--- src/rtl/iir_pkg.sv ---
// -----------------------------------------------------------------------------
// iir_pkg
// Shared widths, FSM state encoding and the 12-bit saturation helper used by
// the time-multiplexed first-order IIR cascade.
// -----------------------------------------------------------------------------
package iir_pkg;

    localparam int DW_IN = 11;  // input sample width
    localparam int DW    = 12;  // stage operand / output width
    localparam int CW    = 12;  // pole coefficient width
    localparam int ACC_W = 26;  // accumulator width
    localparam int SHIFT = 11;  // Q11 scaling of the coefficients

    // Sequencer states
    localparam logic [0:0] IDLE = 1'b0;
    localparam logic [0:0] RUN  = 1'b1;

    localparam logic signed [ACC_W-1:0] SAT_MAX = 26'sd2047;
    localparam logic signed [ACC_W-1:0] SAT_MIN = -26'sd2048;

    // Clamp a wide signed value into [-2048, 2047].
    function automatic logic signed [DW-1:0] sat12(input logic signed [ACC_W-1:0] v);
        logic signed [DW-1:0] r;
        if (v > SAT_MAX) begin
            r = 12'sh7FF;
        end else if (v < SAT_MIN) begin
            r = 12'sh800;
        end else begin
            r = v[DW-1:0];
        end
        return r;
    endfunction

endpackage

--- src/rtl/iir_cascade_sequencer_mac.sv ---
// -----------------------------------------------------------------------------
// iir_stage_mac
// Purely combinational shared datapath for one first-order section:
//   acc = ((x + x_prev) <<< 11) + a * y_prev ;  y = reduce12(acc >>> 11)
// Ports:
//   x, x_prev, y_prev : 12-bit signed operands
//   a                 : 12-bit signed pole coefficient (Q11)
//   y                 : 12-bit signed stage output (wrapped or saturated)
// -----------------------------------------------------------------------------
module iir_stage_mac
    import iir_pkg::*;
#(
    parameter int SAT = 0
) (
    input  logic signed [DW-1:0] x,
    input  logic signed [DW-1:0] x_prev,
    input  logic signed [DW-1:0] y_prev,
    input  logic signed [CW-1:0] a,
    output logic signed [DW-1:0] y
);

    logic signed [ACC_W-1:0] sum_ext;
    logic signed [ACC_W-1:0] a_ext;
    logic signed [ACC_W-1:0] yp_ext;
    logic signed [ACC_W-1:0] acc;
    logic signed [ACC_W-1:0] shifted;

    always_comb begin
        sum_ext = {{(ACC_W-DW){x[DW-1]}}, x} + {{(ACC_W-DW){x_prev[DW-1]}}, x_prev};
        a_ext   = {{(ACC_W-CW){a[CW-1]}}, a};
        yp_ext  = {{(ACC_W-DW){y_prev[DW-1]}}, y_prev};
        // Both products fit comfortably in 26 bits, so truncating the
        // full-width multiply keeps the exact result.
        acc     = (sum_ext <<< SHIFT) + a_ext * yp_ext;
        // Arithmetic shift gives floor division by 2048.
        shifted = acc >>> SHIFT;
    end

    generate
        if (SAT != 0) begin : g_sat
            assign y = sat12(shifted);
        end else begin : g_wrap
            assign y = shifted[DW-1:0];
        end
    endgenerate

endmodule

--- src/rtl/iir_cascade_sequencer.sv ---
// -----------------------------------------------------------------------------
// iir_cascade_sequencer
// Cascade of NSTAGES first-order IIR sections sharing one MAC, evaluated one
// stage per clock. Owns the per-stage history and the pole coefficient file.
// Ports:
//   clk, rst                  : clock, asynchronous active-high reset
//   in_valid, Xin, in_ready   : sample input handshake (11-bit signed)
//   out_valid, Yout           : one-cycle result pulse, Yout held between pulses
//   cfg_we, cfg_addr, cfg_data: coefficient write port (IDLE only)
//   cfg_err                   : pulses the cycle after a dropped write
//   clear                     : flush history while IDLE (blocks acceptance)
//   busy                      : high while the cascade is being evaluated
// -----------------------------------------------------------------------------
module iir_cascade_sequencer
    import iir_pkg::*;
#(
    parameter int                   NSTAGES   = 4,
    parameter logic signed [CW-1:0] A_DEFAULT = 12'sd276,
    parameter int                   SAT       = 0
) (
    input  logic                    clk,
    input  logic                    rst,
    input  logic                    in_valid,
    input  logic signed [DW_IN-1:0] Xin,
    output logic                    in_ready,
    output logic                    out_valid,
    output logic signed [DW-1:0]    Yout,
    input  logic                    cfg_we,
    input  logic [2:0]              cfg_addr,
    input  logic signed [CW-1:0]    cfg_data,
    output logic                    cfg_err,
    input  logic                    clear,
    output logic                    busy
);

    localparam logic [2:0] K_LAST = 3'(NSTAGES - 1);

    logic [0:0]           state_q, state_d;
    logic [2:0]           k_q, k_d;
    logic signed [DW-1:0] x_q, x_d;
    logic signed [DW-1:0] yout_q, yout_d;
    logic                 out_valid_q, out_valid_d;
    logic                 cfg_err_q, cfg_err_d;

    logic signed [DW-1:0] x_prev_q [NSTAGES];
    logic signed [DW-1:0] x_prev_d [NSTAGES];
    logic signed [DW-1:0] y_prev_q [NSTAGES];
    logic signed [DW-1:0] y_prev_d [NSTAGES];
    logic signed [CW-1:0] a_q      [NSTAGES];
    logic signed [CW-1:0] a_d      [NSTAGES];

    logic signed [DW-1:0] sel_x_prev, sel_y_prev, mac_y;
    logic signed [CW-1:0] sel_a;
    logic                 is_idle, is_run, accept, clear_hist, cfg_hit, cfg_ok;

    assign is_idle    = (state_q == IDLE);
    assign is_run     = (state_q == RUN);
    // clear takes priority over a sample in the same IDLE cycle
    assign in_ready   = is_idle & ~rst & ~clear;
    assign accept     = in_valid & in_ready;
    assign clear_hist = is_idle & clear;
    assign cfg_ok     = cfg_we & is_idle & cfg_hit;

    // Operand mux for the stage being evaluated, plus config address decode.
    // Compare-based selection keeps index widths independent of NSTAGES.
    always_comb begin
        sel_x_prev = '0;
        sel_y_prev = '0;
        sel_a      = '0;
        cfg_hit    = 1'b0;
        for (int i = 0; i < NSTAGES; i++) begin
            if (k_q == 3'(i)) begin
                sel_x_prev = x_prev_q[i];
                sel_y_prev = y_prev_q[i];
                sel_a      = a_q[i];
            end
            if (cfg_addr == 3'(i)) begin
                cfg_hit = 1'b1;
            end
        end
    end

    iir_stage_mac #(
        .SAT(SAT)
    ) u_mac (
        .x      (x_q),
        .x_prev (sel_x_prev),
        .y_prev (sel_y_prev),
        .a      (sel_a),
        .y      (mac_y)
    );

    // Per-stage next-state for history and coefficients
    generate
        for (genvar gi = 0; gi < NSTAGES; gi++) begin : g_stage
            logic stage_upd;
            assign stage_upd    = is_run & (k_q == 3'(gi));
            assign x_prev_d[gi] = clear_hist ? '0 : (stage_upd ? x_q   : x_prev_q[gi]);
            assign y_prev_d[gi] = clear_hist ? '0 : (stage_upd ? mac_y : y_prev_q[gi]);
            assign a_d[gi]      = (cfg_ok && (cfg_addr == 3'(gi))) ? cfg_data : a_q[gi];
        end
    endgenerate

    always_comb begin
        state_d     = state_q;
        k_d         = k_q;
        x_d         = x_q;
        yout_d      = yout_q;
        out_valid_d = 1'b0;
        cfg_err_d   = cfg_we & ~cfg_ok;
        if (is_idle) begin
            if (accept) begin
                state_d = RUN;
                k_d     = 3'd0;
                x_d     = {Xin[DW_IN-1], Xin};
            end
        end else begin
            // Each stage output is the next stage's input
            x_d = mac_y;
            if (k_q == K_LAST) begin
                yout_d      = mac_y;
                out_valid_d = 1'b1;
                state_d     = IDLE;
                k_d         = 3'd0;
            end else begin
                k_d = k_q + 3'd1;
            end
        end
    end

    always_ff @(posedge clk or posedge rst) begin
        if (rst) begin
            state_q     <= IDLE;
            k_q         <= 3'd0;
            x_q         <= '0;
            yout_q      <= '0;
            out_valid_q <= 1'b0;
            cfg_err_q   <= 1'b0;
            for (int i = 0; i < NSTAGES; i++) begin
                x_prev_q[i] <= '0;
                y_prev_q[i] <= '0;
                a_q[i]      <= A_DEFAULT;
            end
        end else begin
            state_q     <= state_d;
            k_q         <= k_d;
            x_q         <= x_d;
            yout_q      <= yout_d;
            out_valid_q <= out_valid_d;
            cfg_err_q   <= cfg_err_d;
            for (int i = 0; i < NSTAGES; i++) begin
                x_prev_q[i] <= x_prev_d[i];
                y_prev_q[i] <= y_prev_d[i];
                a_q[i]      <= a_d[i];
            end
        end
    end

    assign out_valid = out_valid_q;
    assign Yout      = yout_q;
    assign cfg_err   = cfg_err_q;
    assign busy      = is_run;

endmodule
--- config.mk ---
export PLATFORM = sky130hd
export DESIGN_NAME = iir_cascade_sequencer
export DESIGN_NICKNAME = d
export VERILOG_FILES = /design/src/rtl/iir_pkg.sv /design/src/rtl/iir_cascade_sequencer_mac.sv /design/src/rtl/iir_cascade_sequencer.sv
export SDC_FILE = /design/constraint.sdc
export NUM_CORES = 1
export LEC_CHECK = 0
export ABC_AREA = 1
export ABC_CLOCK_PERIOD_IN_PS = 6500
export CORE_ASPECT_RATIO = 0.75
export CORE_MARGIN = 10
export CORE_UTILIZATION = 40
export CTS_BUF_LIST = sky130_fd_sc_hd__clkbuf_4 sky130_fd_sc_hd__clkbuf_8 sky130_fd_sc_hd__clkbuf_16
export DETAILED_ROUTE_END_ITERATION = 8
export PLACE_DENSITY_LB_ADDON = 0.15
export SYNTH_ARGS = -nofsm -noshare
export SYNTH_HDL_FRONTEND = slang
export SYNTH_HIERARCHICAL = 1
export SYNTH_SLANG_ARGS = --single-unit
--- constraint.sdc ---
create_clock -name clk -period 6.5 [get_ports clk]
set_input_delay 0.975 -clock clk [delete_from_list [all_inputs] [get_ports clk]]
set_output_delay 0.975 -clock clk [all_outputs]
set_load 0.05 [all_outputs]
==> out/qor.yml <==
antenna_found_initial: 0
crit_top_cell: "nand2_1"
timing.rr.end: "x_q[7]"
boundaryPins: 47
clk_pin_slew_ns: 0.07
period_minus_slack_ns: 6.564
nFillCells: 3607
ys_seq_elements: 174
setup_viol: 9
slew_viol_final: 0
hold_depth: 2
gr-usage-met2: 0.3091
vias_per_cell: 4.822
finalNonFillerCells: 2716
crit_slowest_cell: "fa_1"
ys_top_cells_by_area: "dfrtp_1 27%, fa_1 19%, nand2_1 17%, inv_1 9.6%, ha_1 6.1%"
reg2reg_from: "k_q[0]"
dp_cells: 2647
whs_endpoint: "a_q[28]"
seq_area_frac_synth: 0.2901
worstPathRequired_ns: 6.87
path_class: "flop to flop"
place.gp.congestion: 0.9017
ys.flop_type: "dfrtp_1"
arrival_ns: 6.94
die_y_um: 188.0
num_rows: 61
met3_usage: 0.03366
setup_ws_ns: -0.06412
area_growth_syn_to_layout_pct: 29.15
h-tree-depth: 4
min_from: "a_q[28]"
timing.final.crit_share: 1.010
grt_pass1_vias: 13230
post-dp-hpwl_mm: 33.72
cts_buffers: 17
dr.pass1.iters: 7
gr-usage-all-layers: 0.1986
critPathMaxFanout: 5
worstSetupStartpointType: "flop"
multiInputGateArea_mm2: 0.009808
io_buffers: 46
cts_num_sinks: 174
worst_pin_slew_ns: 1.208
core_mm2: 0.03709
drt_iter0_markers: 1019
worst_hold_slack_ns: 0.4669
busiest_layer: "met2"
cts-root-buf: "clkbuf_16"
hold_buffers: 0
seqCellArea_mm2: 0.004369
syn-instance-count: 2009
maxCapViolCount: 0
fp.dieW_um: 244.1
syn_area_per_cell_um2: 7.496
endpoint_kind: "flop"
r2r_cells: 35
failed_checks: "negative setup slack"
grt_pass1_wl_mm: 72.88
status: "finished with violations"
initial_core_util: 0.4060
overflow: 0
vias: 13100
yosysMostFrequentCell: "nand2_1"
async_flop_share: 1.000
grt_max_degree: 72
drt_wl_total_mm: 45.37
yosysTopAreaCellShare: 0.2692
clk_latency_ns: 0.44
die_area_mm2: 0.04589
cpPeakStageDelay_ns: 0.57
use_met1: 0.2854
rsz0062_at_grt: "true"
syn_area_mm2: 0.01506
hold_viol: 0
reg2reg_setup_slack_ns: -0.06
synth_edf_count: 0
yosysTopAreaCell: "dfrtp_1"
drc: 0
hold_class: "flop to flop"
cts_tree: "built"
yosysWarnings: 6
synth_cell_types: 40
fmax_mhz: 152.3
fin_skew_ns: 0.01074
synth_common_cells: "684 x nand2_1, 387 x inv_1, 162 x dfrtp_1, 148 x nand3_1, 144 x fa_1"
nets: 2447
antenna_cells: 0
wl_per_cell_um: 16.71
drive_above_1_share: 0.2328
detail-route-antenna-nets: 0
cts_buffer_depth: 2
max-slew-margin-rel: 0.1949
syn-num-nets: 2257
[cell usage in the layout (no fill, tap or decap), drive strengths merged, types with 15 or more instances in the layout]
master | Yosys | final
nand2 | 695 | 695
inv | 394 | 393
buf | 52 | 215
dfrtp | 162 | 162
nand3 | 149 | 149
fa | 144 | 144
o21ai | 122 | 122
nor2 | 86 | 86
ha | 73 | 73
clkdlybuf4s50 | 0 | 46
clkbuf | 42 | 26
a21oi | 26 | 26
xor2 | 15 | 15
[what timing repair did]
item | 4_1_cts | 5_1_grt
setup buffers | 7 | 25
cloned | 2 | 5
resized for setup | 88 | 212
setup endpoints to repair | 61 | 72
pin swaps | 26 | 86
[critical path, delay by kind of cell (launching register included)]
kind | cells | cell delay [ns]
and+or+nand+nor | 14 | 1.32
buffers and inverters | 12 | 1.37
DFF | 1 | 0.41
adders and majority gates | 8 | 3.20
xor gates and xnor gates | 1 | 0.17
[cell families (layout without fill, tap and decap cells)]
| family | after synthesis | count (layout) | synth area share |
|---|---|---|---|
| AND/OR/NAND/NOR | 949 | 949 | 0.2606 |
| flip-flops | 174 | 174 | 0.2901 |
| buffers and inverters | 488 | 691 | 0.1276 |
| adder cells (fa/ha/maj) | 217 | 217 | 0.2521 |
| XOR/XNOR | 24 | 24 | 0.01496 |
| AO/OA/AOI/OAI | 157 | 157 | 0.05459 |
[worst max-delay path by stage]
stage,to,slack (ns),start
5_1_grt,x_q[7],-0.33,k_q[0]
6_report,x_q[7],-0.06,k_q[0]
3_5_place_dp,y_prev_q[8],-0.35,k_q[1]
3_3_place_gp,y_prev_q[8],-0.34,k_q[1]
2_1_floorplan,y_prev_q[11],0.17,k_q[1]
4_1_cts,y_prev_q[10],0.003,k_q[0]
[metal layers]
| metal | vias up | part of all wire |
|---|---|---|
| met5 | - | 0 |
| met4 | 0 | 0.012 |
| met3 | 32 | 0.058 |
| met2 | 336 | 0.45 |
| met1 | 6372 | 0.48 |
| li1 | 6357 | - |
[metrics by stage]
stage | setup slack, ns | util | area (um2) | setup TNS, ns
floorplan | 0.1714 | - | 15060 | 0
detailed placement | -0.3515 | 0.4642 | 17220 | -8.462
CTS | 0.003053 | 0.4945 | 18340 | 0
global route | -0.3281 | 0.5244 | 19450 | -11.67
global placement | -0.3361 | 0.4642 | 17220 | -6.913
finish | -0.06412 | 0.5244 | 19450 | -0.2915
[flip-flops by register name, summed over array words and instances, names as in the netlist]
register and cells:
a_q 48, x_prev_q 48, y_prev_q 48, Yout 12
x_q 12, k_q 3, busy 1, cfg_err 1
out_valid 1
[area by class of cell]
cell class | count | share of cell area
multi-input combinational | 1347 | 0.5043
inverter | 394 | 0.07732
tap | 504 | 0.03242
clock inverter | 10 | 0.008363
clock buffer | 22 | 0.02445
sequential | 174 | 0.2246
timing repair buffer | 265 | 0.1285
Power is not shown: default switching activity piles up to over one toggle a cycle in this logic, so the estimate is an artifact.
